==> config.mk <==
export PLATFORM = sky130hd
export DESIGN_NAME = mmio_bus_arbiter
export DESIGN_NICKNAME = d
export VERILOG_FILES = /design/src/rtl/mmio_bus_arbiter.sv
export SDC_FILE = /design/constraint.sdc
export NUM_CORES = 1
export LEC_CHECK = 0
export ABC_AREA = 1
export BUFFER_PORTS_ARGS = -buffer_cell sky130_fd_sc_hd__buf_4
export CORE_AREA = 2 2 116 118
export CTS_CLUSTER_DIAMETER = 40
export DETAILED_ROUTE_END_ITERATION = 8
export DIE_AREA = 0 0 118 120
export PLACE_DENSITY = 0.48
export SLEW_MARGIN = 10
export SYNTH_ARGS = -nofsm -noshare
export SYNTH_HDL_FRONTEND = slang
export SYNTH_SLANG_ARGS = --single-unit
==> constraint.sdc <==
create_clock -name clk -period 2.09 [get_ports clk]
set_input_delay 0 -clock clk [delete_from_list [all_inputs] [get_ports clk]]
set_output_delay 0 -clock clk [all_outputs]
set_load 0.05 [all_outputs]
==> src/rtl/mmio_bus_arbiter.sv <==
// Two-master round-robin arbiter for the MMIO data bus, with optional short lock bursts.
// Grant takes effect one edge after the request; ack and read data are combinational in the grant cycle.
module mmio_bus_arbiter #(
  parameter int unsigned DW       = 32,
  parameter int unsigned AW       = 32,
  parameter int unsigned MAX_LOCK = 8
) (
  input  logic          clk,
  input  logic          reset,
  input  logic          m0_req,
  input  logic          m0_we,
  input  logic          m0_lock,
  input  logic [AW-1:0] m0_addr,
  input  logic [DW-1:0] m0_wdata,
  output logic          m0_ack,
  output logic [DW-1:0] m0_rdata,
  input  logic          m1_req,
  input  logic          m1_we,
  input  logic          m1_lock,
  input  logic [AW-1:0] m1_addr,
  input  logic [DW-1:0] m1_wdata,
  output logic          m1_ack,
  output logic [DW-1:0] m1_rdata,
  output logic          bus_we,
  output logic [AW-1:0] bus_addr,
  output logic [DW-1:0] bus_wdata,
  input  logic [DW-1:0] bus_rdata,
  output logic [1:0]    grant
);

  localparam int unsigned CW = (MAX_LOCK > 1) ? $clog2(MAX_LOCK) : 1;
  localparam logic [CW-1:0] LOCK_LAST = CW'(MAX_LOCK - 1);

  // Encoding doubles as the one-hot grant vector {m1,m0}.
  typedef enum logic [1:0] {
    IDLE = 2'b00,
    G0   = 2'b01,
    G1   = 2'b10
  } state_t;

  state_t        state_q, state_d;
  logic [CW-1:0] lock_cnt_q, lock_cnt_d;
  logic          rr_last_q, rr_last_d;

  always_ff @(posedge clk or negedge reset) begin
    if (!reset) begin
      state_q    <= IDLE;
      lock_cnt_q <= '0;
      rr_last_q  <= 1'b1;
    end else begin
      state_q    <= state_d;
      lock_cnt_q <= lock_cnt_d;
      rr_last_q  <= rr_last_d;
    end
  end

  // rr_last = 1 means m1 was served last, so m0 wins a tie.
  always_comb begin
    state_d    = state_q;
    lock_cnt_d = lock_cnt_q;
    rr_last_d  = rr_last_q;
    unique case (state_q)
      IDLE: begin
        if (m0_req && (!m1_req || rr_last_q)) begin
          state_d = G0;
        end else if (m1_req) begin
          state_d = G1;
        end
      end
      G0: begin
        if (m0_req && m0_lock && (lock_cnt_q < LOCK_LAST)) begin
          lock_cnt_d = lock_cnt_q + CW'(1);
        end else begin
          state_d    = IDLE;
          lock_cnt_d = '0;
          rr_last_d  = 1'b0;
        end
      end
      G1: begin
        if (m1_req && m1_lock && (lock_cnt_q < LOCK_LAST)) begin
          lock_cnt_d = lock_cnt_q + CW'(1);
        end else begin
          state_d    = IDLE;
          lock_cnt_d = '0;
          rr_last_d  = 1'b1;
        end
      end
      default: begin
        state_d    = IDLE;
        lock_cnt_d = '0;
      end
    endcase
  end

  always_comb begin
    grant     = state_q;
    bus_we    = 1'b0;
    bus_addr  = '0;
    bus_wdata = '0;
    m0_ack    = 1'b0;
    m1_ack    = 1'b0;
    m0_rdata  = '0;
    m1_rdata  = '0;
    unique case (state_q)
      G0: begin
        bus_we    = m0_req & m0_we;
        bus_addr  = m0_addr;
        bus_wdata = m0_wdata;
        m0_ack    = m0_req;
        m0_rdata  = bus_rdata;
      end
      G1: begin
        bus_we    = m1_req & m1_we;
        bus_addr  = m1_addr;
        bus_wdata = m1_wdata;
        m1_ack    = m1_req;
        m1_rdata  = bus_rdata;
      end
      default: begin
        grant = 2'b00;
      end
    endcase
  end

endmodule

### Word level (Yosys, flattened, before mapping)

Cells that the tools add are included.
Widths: inputs -> output; s select.

| word-level totals | value |
|---|---|
| logic and storage cells | 43 |
| output and inout bits | 133 |
| register bits after elaboration | 6 |

| cells by class | value |
|---|---|
| multiplexer cells | 19 |
| bitwise operators | 2 |
| eq/ne operators | 5 |
| $lt $le $gt $ge | 1 |
| reduce and logical (&&, ||, !) cells | 12 |
| add/subtract/negate cells | 1 |

Operators with widths:

| cell | count |
|---|---|
| $pmux 32 s2 | 2 |
| $mux 32 | 2 |
| $mux 2 | 5 |
| $pmux 3 s3 | 1 |
| $mux 3 | 2 |
| $pmux 2 s3 | 1 |
| $reduce_and 3->1 | 2 |
| $logic_and 1x1->1 | 5 |
| $mux 1 | 4 |
| $ne 2x2->1 const B | 2 |
| $pmux 1 s2 | 2 |
| $add 3x1->3 const B | 1 |
| $lt 3x3->1 const B | 1 |
| $ne 3x3->1 const B | 1 |
| $and 1x1->1 | 2 |
| $eq 2x1->1 const B | 1 |
| $eq 2x2->1 const B | 1 |
| $logic_not 2->1 | 1 |
| $reduce_bool 2->1 | 1 |
| $reduce_or 2->1 | 1 |
| $logic_not 1->1 | 1 |
| $logic_or 1x1->1 | 1 |

### Depth between registers and ports, before layout

| logic depth | value |
|---|---|
| word-level depth | 5 |
| depth in mapped cells | 9 |
| mapped depth without buffers | 8 |

### Worst setup path after synthesis

No wires, ideal clock.

| path | value |
|---|---|
| kind | reg-to-output |
| start point | register state_q[0] |
| end point | output port bus_addr[0] |
| data required time | 2.090 ns |
| buffers on the path | 1 |
| data arrival time | 1.782 ns |
| path slack | 0.308 ns |
| stages on the path, launching flop included | 6 |
| cells stage by stage | dfrtp_1 inv_1 ha_1 inv_2 buf_2 a21oi_1 |

| on the way | value |
|---|---|
| longest elaborated chain between the ends | 2 |

RTL lines:

| item | RTL line | text |
|---|---|---|
| start: declaration | 41 | `state_t state_q, state_d;` |
| start signal: assignment | 51 | `state_q <= state_d;` |
| $eq 2x2->1 / $eq 2x1->1 (equally long branches) | 104 | `unique case (state_q)` |
| $pmux 32 s2 (*) | 104 |  |
| end: declaration | 25 | `output logic [AW-1:0] bus_addr,` |

Mark *: on every way between the ends. The rest lies on a longest branch, timed or not.

### Worst setup path after layout

| path | value |
|---|---|
| start point | register state_q[0] |
| end point | output port bus_addr[11] |

The elaborated chain is that of the path after synthesis.

==> flow_summary.toml <==
[run]
drv_cap = 0

[power]
ir_worst_vdd_uv = 651.5
net-switching-power_mw = 4.423
clockPowerShare_pct = 4.8
netSwitchingFraction_pct = 67.15
p_per_area_nw_per_um2 = 1435
combPwrFrac_pct = 92.5
seqPwrFrac_pct = 2.7
leakage_nw = 2.694
p_int_mw = 2.164
fin_total_pwr_mw = 6.587

[yosys]
synth.cell_area_um2 = 2098
ys_types = 16
yosys_warnings = 0
ys_seq_area_share_pct = 7.215
syn_inst = 405
synth_nets = 579
synth-seq-cells = 6
avgSynthCellArea_um2 = 5.181

[drt]
antenna_left = 0
drt-pass1-iter-count = 4
routedWlPerCell_um = 12.06
dr_total_vias = 3438
dr.first_iter.drc_count = 111
via_per_inst = 3.979
drc_errors = 0
drt_wl_total_um = 10420

[critical_path]
required_ns = 2.09
worstPathCellList = "inv_1 > ha_1 > clkinv_2 > buf_12 > a21oi_1 > buf_4"
end_kind = "output pin"
slowest_delay_ns = 0.42
critical_path_class = "reg -> out"
crit_arrival_ns = 1.92
worst-path-max-fanout = 31
cp_slowest_cell = "dfrtp_1"
start_kind = "register"

[placement]
dpl_worst_slack_ns = 0.3783
numPortBuffers = 300
postPlaceCellArea_um2 = 4501
place_congestion = 0.8912
dp_cells = 859
dp_hpwl_um = 8660

[floorplan]
rows = 42
die_h_um = 120
die_area_um2 = 14160
die-width_um = 118
core_area_um2 = 12980
io_pins = 301
initial_utilization_pct = 16.17

[sta]
tightest_slew_ns = 0.2641
min_period_ns = 1.923
fin_crit_sh_pct = 92.03
slew_viol_final = 0
fmaxAchievable_ghz = 0.5199
fin_hold_ws_ns = 0.07257
slew_headroom_pct = 82.39
setup_violations = 0
finalWorstSetupSlack_ns = 0.1665
hold_viol_final = 0
setup_tns_ns = 0
final.setup_skew_ns = 0.003026
rsz0062_at_grt = "no"

[final_layout]
drive_gt1_share_pct = 53.34
fin_cells = 864
antenna_cells = 0
final_common_cell = "buf_4"
final_cell_mix = "302 x buf_4, 210 x nand2_1, 70 x inv_1"
area_delta_synth_final_pct = 118.7
utilization_pct = 35.36
finish.instance_area_um2 = 4589
finalNetCount = 863

[clock_tree]
cts_made_buffers = 3
clock_tree.root_cell = "clkbuf_16"
worstSkewPairLatency_ns = 0.23
clk_pin_slew_ns = 0.03
cts_resized = 0
tritoncts = "done"
cts_buffer_depth = 2
cts_sinks = 6
htree_num_levels = 1

[global_route]
grt_pass1_vias = 3215
grt.total_usage_pct = 13.52
antenna_found_initial = 0
grt_pass1_wl_um = 16080
grt_start_max_net_pins = 60
overflow = 0

[outcome]
status = "complete, no violations"

[min_path]
min_path_type = "in -> reg"
cell usage after synthesis (all sizes together):
library cell / instances / area (um2)
nand2: 211 / 794.5
o22ai: 1 / 6.260
nand3: 8 / 40.04
dfrtp: 5 / 125.1
dfstp: 1 / 26.28
buf: 29 / 211.5
o21ai: 1 / 5.000
inv: 72 / 270.3
nor2: 2 / 7.510
ha: 6 / 75.07
a21oi: 69 / 536.8
cell families (layout without fill, tap and decap cells):
logic type                 after synthesis  in the layout  share of synthesized area (%)
AOI/OAI and AO/OA                       71             71                          26.12
adders and majority gates                6              6                          3.578
buffers and inverters                  101            384                          22.96
DFF                                      6              6                          7.215
and+or+nand+nor                        221            221                          40.13
final timing paths:
| kind | startpoint | end | slack [ns] | depth (start not counted) |
|---|---|---|---|---|
| worst max-delay path | state_q[0] | bus_addr[11] | 0.17 | 6 |
| worst min-delay path | m1_req | state_q[1] | 0.07 | 3 |
| worst max register to register | state_q[0] | lock_cnt_q[2] | 0.40 | 7 |
| worst min register to register | rr_last_q | rr_last_q | 0.46 | 2 |
| max in group asynchronous | reset | rr_last_q | 1.77 | 2 |
| min in group asynchronous | reset | lock_cnt_q[0] | 0.12 | 2 |
metal layers:
metal  vias to the layer above  track usage, %  share of wire [%]  routed length (um)
met3                        16           2.471                8.0                 832
met5                         -               0                  0                   0
li1                       1763               -                  -                   -
met4                         0           3.389                1.6                 168
met1                      1487           16.12                 40                4132
met2                       172           24.93                 51                5288
sequential cells by signal (all words and copies together) (netlist names):
signal / count
lock_cnt_q: 3
state_q: 2
rr_last_q: 1
area by class of cell:
type | instances | area [um2]
flip-flops and latches | 6 | 151.4
inverters | 72 | 271.5
fillers | 1433 | 8391
multi-input cells | 298 | 1490
clock buffers | 4 | 78.83
well taps | 176 | 220.2
repair buffers | 308 | 2377
worst max-delay path, delay by kind of cell, from the launching register on:
family                     cells  cell delay (ns)
AOI/OAI and AO/OA              1             0.20
adders and majority gates      1             0.39
buffers and inverters          4             0.68
DFF                            1             0.42
power groups by stage:
| stage | clock (mW) | combinational [mW] | sequential [mW] |
|---|---|---|---|
| 2_1_floorplan | 0 | 4.49 | 0.170 |
| 3_3_place_gp | 0 | 6.12 | 0.180 |
| 3_5_place_dp | 0 | 6.15 | 0.182 |
| 4_1_cts | 0.323 | 6.16 | 0.181 |
| 5_1_grt | 0.330 | 6.49 | 0.186 |
| 6_report | 0.317 | 6.09 | 0.180 |
timing repair:
action | in CTS | in global routing
setup buffers | 0 | 0
hold endpoints to repair | 6 | 0
hold buffers | 1 | 0
Note: power is estimated with default switching activity, not from simulation.
